`config.mk`:
```
export PLATFORM = sky130hd
export DESIGN_NAME = chol_recip_square
export DESIGN_NICKNAME = d
export VERILOG_FILES = /design/src/rtl/chol_pkg.sv /design/src/rtl/chol_mult_q16.sv /design/src/rtl/chol_recip_square.sv
export SDC_FILE = /design/constraint.sdc
export NUM_CORES = 2
export LEC_CHECK = 0
export CAP_MARGIN = 40
export CORE_UTILIZATION = 40
export DETAILED_ROUTE_END_ITERATION = 7
export DONT_BUFFER_PORTS = 1
export PLACE_DENSITY = 0.61
export SETUP_SLACK_MARGIN = 0.05
export SYNTH_ARGS = -nofsm -noshare
export SYNTH_HDL_FRONTEND = slang
export SYNTH_SLANG_ARGS = --single-unit
```
`constraint.sdc`:
```
create_clock -name clk -period 14.02 [get_ports clk]
set_input_delay 1.402 -clock clk [delete_from_list [all_inputs] [get_ports clk]]
set_output_delay 1.402 -clock clk [all_outputs]
set_load 0.02 [all_outputs]
```
`src/rtl/chol_pkg.sv`:
```
// ---------------------------------------------------------------------------
// chol_pkg
//   Shared constants for the Cholesky fixed-point datapath.
//   - Q16.16 unsigned constants (one, two, saturated maximum).
//   - One-hot state encodings for the chol_recip_square sequencer.
// ---------------------------------------------------------------------------
package chol_pkg;

   localparam logic [31:0] Q16_ONE = 32'h0001_0000;
   localparam logic [31:0] Q16_TWO = 32'h0002_0000;
   localparam logic [31:0] Q16_MAX = 32'hFFFF_FFFF;

   // One-hot sequencer states
   localparam logic [5:0] S_IDLE   = 6'b00_0001;
   localparam logic [5:0] S_SQUARE = 6'b00_0010;
   localparam logic [5:0] S_SEED   = 6'b00_0100;
   localparam logic [5:0] S_MUL_T  = 6'b00_1000;
   localparam logic [5:0] S_SUB    = 6'b01_0000;
   localparam logic [5:0] S_MUL_R  = 6'b10_0000;

endpackage

```
`src/rtl/chol_mult_q16.sv`:
```
// ---------------------------------------------------------------------------
// chol_mult_q16
//   Pipelined unsigned Q16.16 x Q16.16 multiplier with clock enable.
//   The 64-bit product is truncated to P[47:16]; any set bit in P[63:48]
//   saturates the result to all-ones and raises sat.
//   Operands are sampled on an enabled clock edge and the result appears
//   on p/sat after LATENCY enabled edges.
// Ports
//   clk    in   clock, rising edge
//   rst_n  in   asynchronous active-low reset (clears the pipe)
//   ce     in   clock enable; low freezes every pipeline stage
//   a, b   in   Q16.16 unsigned operands
//   p      out  Q16.16 unsigned product (saturated)
//   sat    out  product overflowed
// ---------------------------------------------------------------------------
module chol_mult_q16
   import chol_pkg::*;
#(
   parameter int LATENCY = 3
) (
   input  logic        clk,
   input  logic        rst_n,
   input  logic        ce,
   input  logic [31:0] a,
   input  logic [31:0] b,
   output logic [31:0] p,
   output logic        sat
);

   logic [63:0] prod;
   logic [32:0] pipe_d [LATENCY];
   logic [32:0] pipe_q [LATENCY];

   // First stage takes the saturated product; later stages just shift
   always_comb begin
      prod = {32'd0, a} * {32'd0, b};
      if (prod[63:48] != 16'd0) begin
         pipe_d[0] = {1'b1, Q16_MAX};
      end else begin
         pipe_d[0] = {1'b0, prod[47:16]};
      end
      for (int i = 1; i < LATENCY; i++) begin
         pipe_d[i] = pipe_q[i-1];
      end
   end

   always_ff @(posedge clk or negedge rst_n) begin
      if (!rst_n) begin
         for (int i = 0; i < LATENCY; i++) begin
            pipe_q[i] <= 33'd0;
         end
      end else if (ce) begin
         for (int i = 0; i < LATENCY; i++) begin
            pipe_q[i] <= pipe_d[i];
         end
      end
   end

   assign p   = pipe_q[LATENCY-1][31:0];
   assign sat = pipe_q[LATENCY-1][32];

endmodule

```
`src/rtl/chol_recip_square.sv`:
```
// ---------------------------------------------------------------------------
// chol_recip_square
//   Computes x = 1/(y*y) in Q16.16: squares y, seeds a reciprocal of the
//   square from its MSB position, then refines with ITER Newton-Raphson
//   steps r <- r*(2 - s*r). A single time-shared multiplier does all
//   products. Latency is fixed: MUL_LATENCY+1+ITER*(2*MUL_LATENCY+2)
//   enabled cycles from accept to out_valid.
// Ports
//   clk, rst_n   clock (rising edge), asynchronous active-low reset
//   clken        global enable; low freezes sequencer and multiplier
//   data_valid   request strobe, only sampled while ready
//   data         y, Q16.16 unsigned
//   ready        sequencer idle, request can be accepted
//   out          x = 1/y^2, Q16.16 unsigned
//   out_valid    result valid, held until the next accepted request
//   out_sat      result saturated, qualified by out_valid
// ---------------------------------------------------------------------------
module chol_recip_square
   import chol_pkg::*;
#(
   parameter int ITER        = 4,
   parameter int MUL_LATENCY = 3
) (
   input  logic        clk,
   input  logic        rst_n,
   input  logic        clken,
   input  logic        data_valid,
   input  logic [31:0] data,
   output logic        ready,
   output logic [31:0] out,
   output logic        out_valid,
   output logic        out_sat
);

   localparam logic [3:0] CNT_LAST  = 4'(MUL_LATENCY - 1);
   localparam logic [3:0] CNT_ISSUE = 4'(MUL_LATENCY);
   localparam logic [3:0] ITER_LAST = 4'(ITER - 1);

   logic [5:0]  state_q, state_d;
   logic [3:0]  cnt_q, cnt_d;
   logic [3:0]  it_q, it_d;
   logic [31:0] s_q, s_d;
   logic [31:0] t_q, t_d;
   logic [31:0] r_q, r_d;
   logic [31:0] out_q, out_d;
   logic        out_valid_q, out_valid_d;
   logic        out_sat_q, out_sat_d;
   logic        sat_pend_q, sat_pend_d;
   logic        force_max_q, force_max_d;

   logic [31:0] mul_a, mul_b, mul_p;
   logic        mul_sat;
   logic [31:0] u;
   logic [31:0] seed;

   // Seed 3 << (30-p) puts s*r0 in [0.75,1.5) so Newton converges.
   // When the MSB is bit 31 the shift would go negative; 1 LSB keeps
   // s*r0 in [0.5,1), still inside the convergence region.
   function automatic logic [31:0] seed_recip(input logic [31:0] s);
      logic [4:0] p;
      p = 5'd0;
      for (int i = 0; i < 32; i++) begin
         if (s[i]) p = 5'(i);
      end
      if (p == 5'd31) begin
         return 32'd1;
      end
      return 32'd3 << (5'd30 - p);
   endfunction

   chol_mult_q16 #(
      .LATENCY (MUL_LATENCY)
   ) u_mult (
      .clk   (clk),
      .rst_n (rst_n),
      .ce    (clken),
      .a     (mul_a),
      .b     (mul_b),
      .p     (mul_p),
      .sat   (mul_sat)
   );

   // Sequencer: steers multiplier operands and captures products when
   // the pipe has delivered them. In S_MUL_R the extra cycle after the
   // capture is where the next s*r is issued, or the result is published.
   always_comb begin
      state_d     = state_q;
      cnt_d       = cnt_q;
      it_d        = it_q;
      s_d         = s_q;
      t_d         = t_q;
      r_d         = r_q;
      out_d       = out_q;
      out_valid_d = out_valid_q;
      out_sat_d   = out_sat_q;
      sat_pend_d  = sat_pend_q;
      force_max_d = force_max_q;
      mul_a       = 32'd0;
      mul_b       = 32'd0;
      seed        = seed_recip(s_q);
      u           = (t_q >= Q16_TWO) ? 32'd0 : (Q16_TWO - t_q);

      if (clken) begin
         case (state_q)
            S_IDLE: begin
               mul_a = data;
               mul_b = data;
               if (data_valid) begin
                  state_d     = S_SQUARE;
                  cnt_d       = 4'd0;
                  it_d        = 4'd0;
                  out_valid_d = 1'b0;
                  out_sat_d   = 1'b0;
               end
            end
            S_SQUARE: begin
               cnt_d = cnt_q + 4'd1;
               if (cnt_q == CNT_LAST) begin
                  s_d         = mul_p;
                  sat_pend_d  = mul_sat;
                  force_max_d = (mul_p <= 32'd1);
                  state_d     = S_SEED;
               end
            end
            S_SEED: begin
               mul_a   = s_q;
               mul_b   = seed;
               r_d     = seed;
               cnt_d   = 4'd0;
               state_d = S_MUL_T;
            end
            S_MUL_T: begin
               cnt_d = cnt_q + 4'd1;
               if (cnt_q == CNT_LAST) begin
                  t_d     = mul_p;
                  state_d = S_SUB;
               end
            end
            S_SUB: begin
               mul_a   = r_q;
               mul_b   = u;
               cnt_d   = 4'd0;
               state_d = S_MUL_R;
            end
            S_MUL_R: begin
               cnt_d = cnt_q + 4'd1;
               if (cnt_q == CNT_LAST) begin
                  r_d = mul_p;
               end else if (cnt_q == CNT_ISSUE) begin
                  if (it_q == ITER_LAST) begin
                     out_d       = force_max_q ? Q16_MAX : r_q;
                     out_valid_d = 1'b1;
                     out_sat_d   = sat_pend_q | force_max_q;
                     state_d     = S_IDLE;
                  end else begin
                     mul_a   = s_q;
                     mul_b   = r_q;
                     it_d    = it_q + 4'd1;
                     cnt_d   = 4'd0;
                     state_d = S_MUL_T;
                  end
               end
            end
            default: begin
               state_d = S_IDLE;
            end
         endcase
      end
   end

   always_ff @(posedge clk or negedge rst_n) begin
      if (!rst_n) begin
         state_q     <= S_IDLE;
         cnt_q       <= 4'd0;
         it_q        <= 4'd0;
         s_q         <= 32'd0;
         t_q         <= 32'd0;
         r_q         <= 32'd0;
         out_q       <= 32'd0;
         out_valid_q <= 1'b0;
         out_sat_q   <= 1'b0;
         sat_pend_q  <= 1'b0;
         force_max_q <= 1'b0;
      end else begin
         state_q     <= state_d;
         cnt_q       <= cnt_d;
         it_q        <= it_d;
         s_q         <= s_d;
         t_q         <= t_d;
         r_q         <= r_d;
         out_q       <= out_d;
         out_valid_q <= out_valid_d;
         out_sat_q   <= out_sat_d;
         sat_pend_q  <= sat_pend_d;
         force_max_q <= force_max_d;
      end
   end

   assign ready     = (state_q == S_IDLE);
   assign out       = out_q;
   assign out_valid = out_valid_q;
   assign out_sat   = out_sat_q;

endmodule

```
# --- Word level (Yosys, flattened, before mapping) ---
# Cells that the tools add are included.
op_classes:
  order_cmp: 2
  n_shift: 1
  mul: 1
  bitwise: 2
  reduce_logical: 14
  n_eq_ne: 18
  n_addsub: 4
  muxes: 74
ops:
  columns: ["cell", "n"]
  rows:
  - ["$mux 32", 13]
  - ["$pmux 32 s4", 2]
  - ["$mux 5", 29]
  - ["$mul 32x32->64", 1]
  - ["$pmux 32 s2", 1]
  - ["$pmux 6 s6", 1]
  - ["$mux 33", 1]
  - ["$ge 32x18->1 const B", 1]
  - ["$le 32x1->1 const B", 1]
  - ["$mux 4", 8]
  - ["$shl 2x5->32 const A", 1]
  - ["$sub 18x32->32 const A", 1]
  - ["$mux 6", 5]
  - ["$reduce_and 6->1", 3]
  - ["$ne 2x2->1 const B", 8]
  - ["$pmux 4 s4", 1]
  - ["$reduce_bool 16->1", 1]
  - ["$eq 4x2->1 const B", 3]
  - ["$reduce_and 3->1", 4]
  - ["$mux 1", 9]
  - ["$add 4x1->4 const B", 2]
  - ["$pmux 4 s2", 1]
  - ["$eq 6x1->1 const B", 1]
  - ["$eq 6x2->1 const B", 1]
  - ["other kinds (14)", 17]
word_totals:
  inputBits: 36
  register_bits: 245
  elab_cells: 130

# --- Logic depth before layout (Yosys ltp) ---
depth:
  ltp_word: 39
  depth_mapped: 48

# --- By module ---
# From an unflattened synthesis, not the netlist that was laid out.
unflattened:
  cells_unflattened: 4908
  area_unflattened_um2: 45767.6
modules_own_cells:
  columns: ["module", "cells_per_inst", "instances", "area_per_inst_um2"]
  rows:
  - ["chol_mult_q16", 4014, 1, 37350.8]
  - ["chol_recip_square", 894, 1, 8416.8]

# --- Worst setup path before layout ---
# OpenSTA, ideal clock, no wires.
synth_path:
  path_type: "register to register"
  startpoint: "register s_q[6]"
  endpoint: "register u_mult.pipe_q, in the netlist u_mult.pipe_d[38]"
  setup_time_ps: 122
  t_arrival_ps: 11057
  synth_period_minus_slack_ps: 11179
  stages_incl_launch_ff: 42
  path_slack_ps: 2841
  required_ps: 13898
  path_cell_list: "dfrtp_1 -> nor2_1 -> o31ai_1 -> a211oi_1 -> o211ai_1 -> a211o_1 -> a211o_1 -> ha_1 -> xnor2_1 -> nor2_1 -> a22o_1 -> a221oi_1 -> clkbuf_1 -> nor2_1 -> fa_1 -> fa_1 -> fa_1 -> inv_1 -> [... 6 more ...] -> fa_1 -> fa_1 -> ha_1 -> clkbuf_1 -> nand4_1 -> or3_1 -> nor2_1 -> and3_1 -> inv_1 -> a2111o_1 -> a21oi_1 -> nor3_1 -> xnor2_1 -> a2111oi_0 -> o2111ai_1 -> nor4b_4 -> buf_6 -> a21oi_2"
synth_via:
  elab_chain_cells: 34
synth_rtl:
  columns: ["element", "line", "rtl"]
  rows:
  - ["start: declaration", "chol_recip_square.sv:42", "logic [31:0] s_q, s_d;"]
  - ["start signal: assignment", "chol_recip_square.sv:176", "s_q <= 32'd0;"]
  - ["start signal: assignment", "chol_recip_square.sv:188", "s_q <= s_d;"]
  - ["$mux 5 (26 in a row)", "chol_recip_square.sv:63", "if (s[i]) p = 5'(i);"]
  - ["$sub 5x5->5 or $eq 5x5->1 (tied branches)", "chol_recip_square.sv:68, chol_recip_square.sv:65", null]
  - ["$shl 2x5->32 or $mux 1 (tied branches)", "chol_recip_square.sv:68, chol_recip_square.sv:65", null]
  - ["$mux 32", "chol_recip_square.sv:68", "return 32'd3 << (5'd30 - p);"]
  - ["$pmux 32 s4", "chol_recip_square.sv:104", "case (state_q)"]
  - ["$mux 32", "chol_recip_square.sv:103", "if (clken) begin"]
  - ["$mul 32x32->64 *", "chol_mult_q16.sv:36", "prod = {32'd0, a} * {32'd0, b};"]
  - ["$reduce_bool 16->1", "chol_mult_q16.sv:37", "if (prod[63:48] != 16'd0) begin"]
  - ["$mux 33 *", "chol_mult_q16.sv:37", null]
  - ["end signal: indexed assignment", "chol_mult_q16.sv:54", "pipe_q[i] <= pipe_d[i];"]
  - ["end: declaration", "chol_mult_q16.sv:32", "logic [32:0] pipe_q [LATENCY];"]
# Every way passes the cells marked *; elsewhere a longest branch is shown, timed or not.
# A chain may end at the register's enable or synchronous reset.

# --- Worst setup path in the final report ---
layout_path:
  startpoint: "register s_q[6]"
  endpoint: "register u_mult.pipe_q, in the netlist u_mult.pipe_d[62]"
# Same word-level chain as after synthesis.

==> Flow_metrics.wiki <==
{| class="wikitable"
! Metric !! Value
|-
| Residual DRC count || 0
|-
| Register clock-pin slew on the reported worst setup and hold paths || roughly 0.060 ns
|-
| Combinational family with the most area after synthesis || adder cells
|-
| Hold-fix buffer count after cts || 0
|-
| Average cell area after synthesis || 8.94 sq um
|-
| Initial antenna violation count || 18
|-
| Number of vias after detailed routing || 35,700
|-
| Commonest cells after routing, fill and taps aside || sky130_fd_sc_hd__inv_1 (934), sky130_fd_sc_hd__fa_1 (895), sky130_fd_sc_hd__nand2_1 (705), sky130_fd_sc_hd__nor2_1 (664), sky130_fd_sc_hd__ha_1 (267)
|-
| Slowest stage cell, crit path || sky130_fd_sc_hd__xnor2_1
|-
| Asr flop ratio synth || 100%
|-
| Largest stage delay, worst path || slightly below 0.7 ns
|-
| Y dimension of the die || around 340 um
|-
| Nature of the critical path endpoint || flip-flop
|-
| Clock tree from TritonCTS || done
|-
| Peak supply drop || ~0.34 mV
|-
| Combinational cell fraction of total power || 69.2%
|-
| I/O Buffers || 0
|-
| Htree depth || 1
|-
| Maximum number of pins on one net before global-route repair || 246
|-
| Clock tree root driver cell || sky130_fd_sc_hd__clkbuf_16
|-
| Mapped cell area || 44,700 sq um
|-
| Hold Vio Cnt, Final || 0
|-
| Worst rel slew slack || approximately 32%
|-
| Hold Path Class || reg -> reg
|-
| Number of synthesized register bits || between 200 and 250
|-
| Net Sw Power || ~3.5 mW
|-
| Cell type with the highest occurrence count on the critical path || sky130_fd_sc_hd__fa_1
|-
| Number of nets at the end of the flow || a little over 6,000
|-
| Most used flip-flop cell after synthesis || sky130_fd_sc_hd__dfrtp_1
|-
| Share of Yosys cell area claimed by the top area cell type || 40.1%
|-
| Sequential power share || 19.0%
|-
| Leading cell types by total area after synthesis || sky130_fd_sc_hd__fa_1 (40%), sky130_fd_sc_hd__dfrtp_1 (14%), sky130_fd_sc_hd__inv_1 (7.8%)
|-
| Parity-gate share of the synthesized area counting xor and xnor cells || 1.29%
|-
| Warning count from the yosys run || 0
|-
| Inserted Clock Buffers || 27
|-
| Synth Instances || 5,005
|-
| Share of post-route cells with drive strength above 1 || about a tenth
|-
| CP startpoint kind || flip-flop
|-
| DRC violation total after the first TritonRoute iteration || around 3,100
|-
| Initial core utilization || 40.4%
|-
| Routed length on met1 || about 63 mm
|-
| Post-synth EDFFs || 0
|-
| Compound-gate portion of the synthesized area || between 8 and 9%
|-
| Die footprint || ~110,000 sq um
|-
| Setup-violating endpoint count in the final report || 0
|-
| Final min period || approximately 13 ns
|-
| Number of global-route vias before repair || 37,800
|-
| FP Rows || between 100 and 150
|-
| Post-DP HPWL || about 130 mm
|-
| Core area || about 110,000 sq um
|-
| Amount of wire on met2 after detailed routing || ~72 mm
|-
| Share of cell area taken by muxes after synthesis || between 3 and 4%
|-
| Area growth syn-to-layout || 8.21%
|-
| Fin crit share || a little over nine tenths
|-
| IO Pins || 71
|-
| Transition time of the tightest slew-check pin || between 1 and 1.5 ns
|-
| Number of clock sinks seen by CTS || approximately 250
|-
| Synthesized-area fraction occupied by adder cells || 47.5%
|-
| Final GP Congestion || 1.02
|-
| Skew final || 0.0187 ns
|-
| Arrival time at the worst endpoint || 13.83 ns
|-
| Clock insertion delay at the later pin of the skew report || approximately 0.54 ns
|-
| Final sum of negative setup slack || 0 ns
|-
| Category of the critical setup timing path || reg -> reg
|-
| Wire length of the first global-routing pass || roughly 240 mm
|-
| Horizontal extent of the die || 336 um
|-
| Post-synthesis simple-gate area fraction || 15.1%
|-
| Vias per cell || between 5 and 6
|-
| Max-cap violation count || 0
|-
| Overall global routing resource usage || 29.1%
|-
| Number of gates given a new drive strength after cts || 0
|-
| Number of distinct standard cells referenced by the synthesized netlist || 75
|-
| Most common cell after layout, fill and taps aside || sky130_fd_sc_hd__inv_1
|-
| Post-Place Cells || 6,377
|-
| Gr ovfl total || 0
|-
| Run status || completed
|-
| Filler-free cell count of the finished design || 6,432
|-
| Upper clock frequency limit || roughly 74 MHz
|-
| Post-place instance area || 47,500 sq um
|-
| Internal power consumption || 2.68 mW
|-
| First drt pass iteration count || 6
|-
| Highest fanout seen on the critical path || 33
|-
| Unrepaired setup endpoints after global routing || no
|-
| Final slew viol count || 0
|-
| Remaining antenna violation count after routing || 0
|-
| Total Routed Length || approximately 160 mm
|-
| Share of total power consumed by net switching || between 50% and 60%
|-
| Syn Nets || a little over 6,000
|-
| Power per unit of standard cell area || ~130 nW/um^2
|-
| Largest area contributor in the synthesized netlist || sky130_fd_sc_hd__fa_1
|-
| Uppermost layer routed || met5
|-
| Part of the Yosys area used for sequential elements || a little over an eighth
|-
| Reg-to-reg setup timing slack || a little under 0.6 ns
|-
| Summed area of non-filler cells in the final layout || about 48,000 sq um
|-
| Power, Total || 6.18 mW
|-
| Clock tree buffer depth || 3
|-
| Length of routed met3 wiring || 15.3 mm
|-
| Clock network fraction of design power || 11.8%
|-
| Routed length per instance || approximately 25 um
|-
| Setup Fix Bufs, Post-CTS || 0
|-
| Leakage dissipation || about 23 nW
|-
| Req. time, crit path || ~14 ns
|}
Yosys cell counts, types with 34 or more instances:
library cell               instances
sky130_fd_sc_hd__fa_1            895
sky130_fd_sc_hd__inv_1           934
sky130_fd_sc_hd__o21ai_0          81
sky130_fd_sc_hd__nor2_1          669
sky130_fd_sc_hd__mux2_2          133
sky130_fd_sc_hd__nand2b_1         35
sky130_fd_sc_hd__dfrtp_1         244
sky130_fd_sc_hd__nand3_1          34
sky130_fd_sc_hd__a31oi_1          44
sky130_fd_sc_hd__a21oi_1         120
sky130_fd_sc_hd__xnor2_1          42
sky130_fd_sc_hd__ha_1            267
sky130_fd_sc_hd__clkbuf_1        246
sky130_fd_sc_hd__a21o_1           64
sky130_fd_sc_hd__nand2_1         705
layer usage:
layer  vias to the layer above  track usage, %
met5                         -               0
met4                        18            13.3
met3                       362            6.86
met2                      1537            46.3
met1                     18500            37.5
li1                      15300               -
cell families after synthesis:
kind of cell | count (synthesis)
fa+ha+maj | 1162
simple gates | 1631
mux | 135
compound gates | 560
buf+inv | 1206
flops | 245
xor+xnor | 66
cell type report:
| class | count | area [sq um] |
|---|---|---|
| fill | 10900 | 62400 |
| multi-input combinational | 3554 | 34500 |
| sequential | 245 | 6130 |
| inverter | 934 | 3510 |
| tap | 1488 | 1860 |
| timing repair buffer | 156 | 1480 |
| clock buffer | 38 | 757 |
| clock inverter | 8 | 140 |
| antenna | 9 | 22.5 |
flip-flops by register name, indices dropped and copies added, names as in the netlist, 4 cells and up:
signal / flops
it_q: 4
cnt_q: 4
r_q: 32
out: 32
s_q: 32
u_mult.p: 32
state_q: 6
t_q: 32
u_mult.pipe_d: 66
power by group through the flow:
stage | Clock [mW] | Combinational (mW) | Sequential [mW]
floorplan | 0 | 2.37 | 1.04
global placement | 0 | 4.00 | 1.17
detailed placement | 0 | 4.14 | 1.18
CTS | 0.739 | 4.17 | 1.17
global route | 0.767 | 4.49 | 1.19
finish | 0.729 | 4.28 | 1.17
critical path, delay by kind of cell (launching register included):
family / cells / cell delay [ns]
adders and majority gates: 10 / 4.72
AOI/OAI and AO/OA: 15 / 4.02
and+or+nand+nor: 7 / 1.83
buffers and inverters: 7 / 1.50
xor gates and xnor gates: 1 / 0.68
DFF: 1 / 0.42
worst paths after layout:
kind                       cells after the start                             to                 from
max                                           40  u_mult.pipe_d[62]$_DFFE_PN0P_   s_q[6]$_DFFE_PN0P_
min                                            1            t_q[21]$_DFFE_PN0P_  t_q[21]$_DFFE_PN0P_
max reg2reg                                   40  u_mult.pipe_d[62]$_DFFE_PN0P_   s_q[6]$_DFFE_PN0P_
min reg2reg                                    1            t_q[21]$_DFFE_PN0P_  t_q[21]$_DFFE_PN0P_
max in group asynchronous                      0            s_q[14]$_DFFE_PN0P_                rst_n
min in group asynchronous                      0           cnt_q[3]$_DFFE_PN0P_                rst_n
through the flow:
step	hold WS, ns	setup slack (ns)	utilization [%]
after detailed placement	0.488	0.923	42.8
final	0.498	0.580	43.7
after global placement	0.480	1.10	42.4
after CTS	0.502	0.859	43.7
after floorplan	0.465	2.84	-
after global routing	0.512	0.168	43.7
Power figures use the tool's default switching activity.
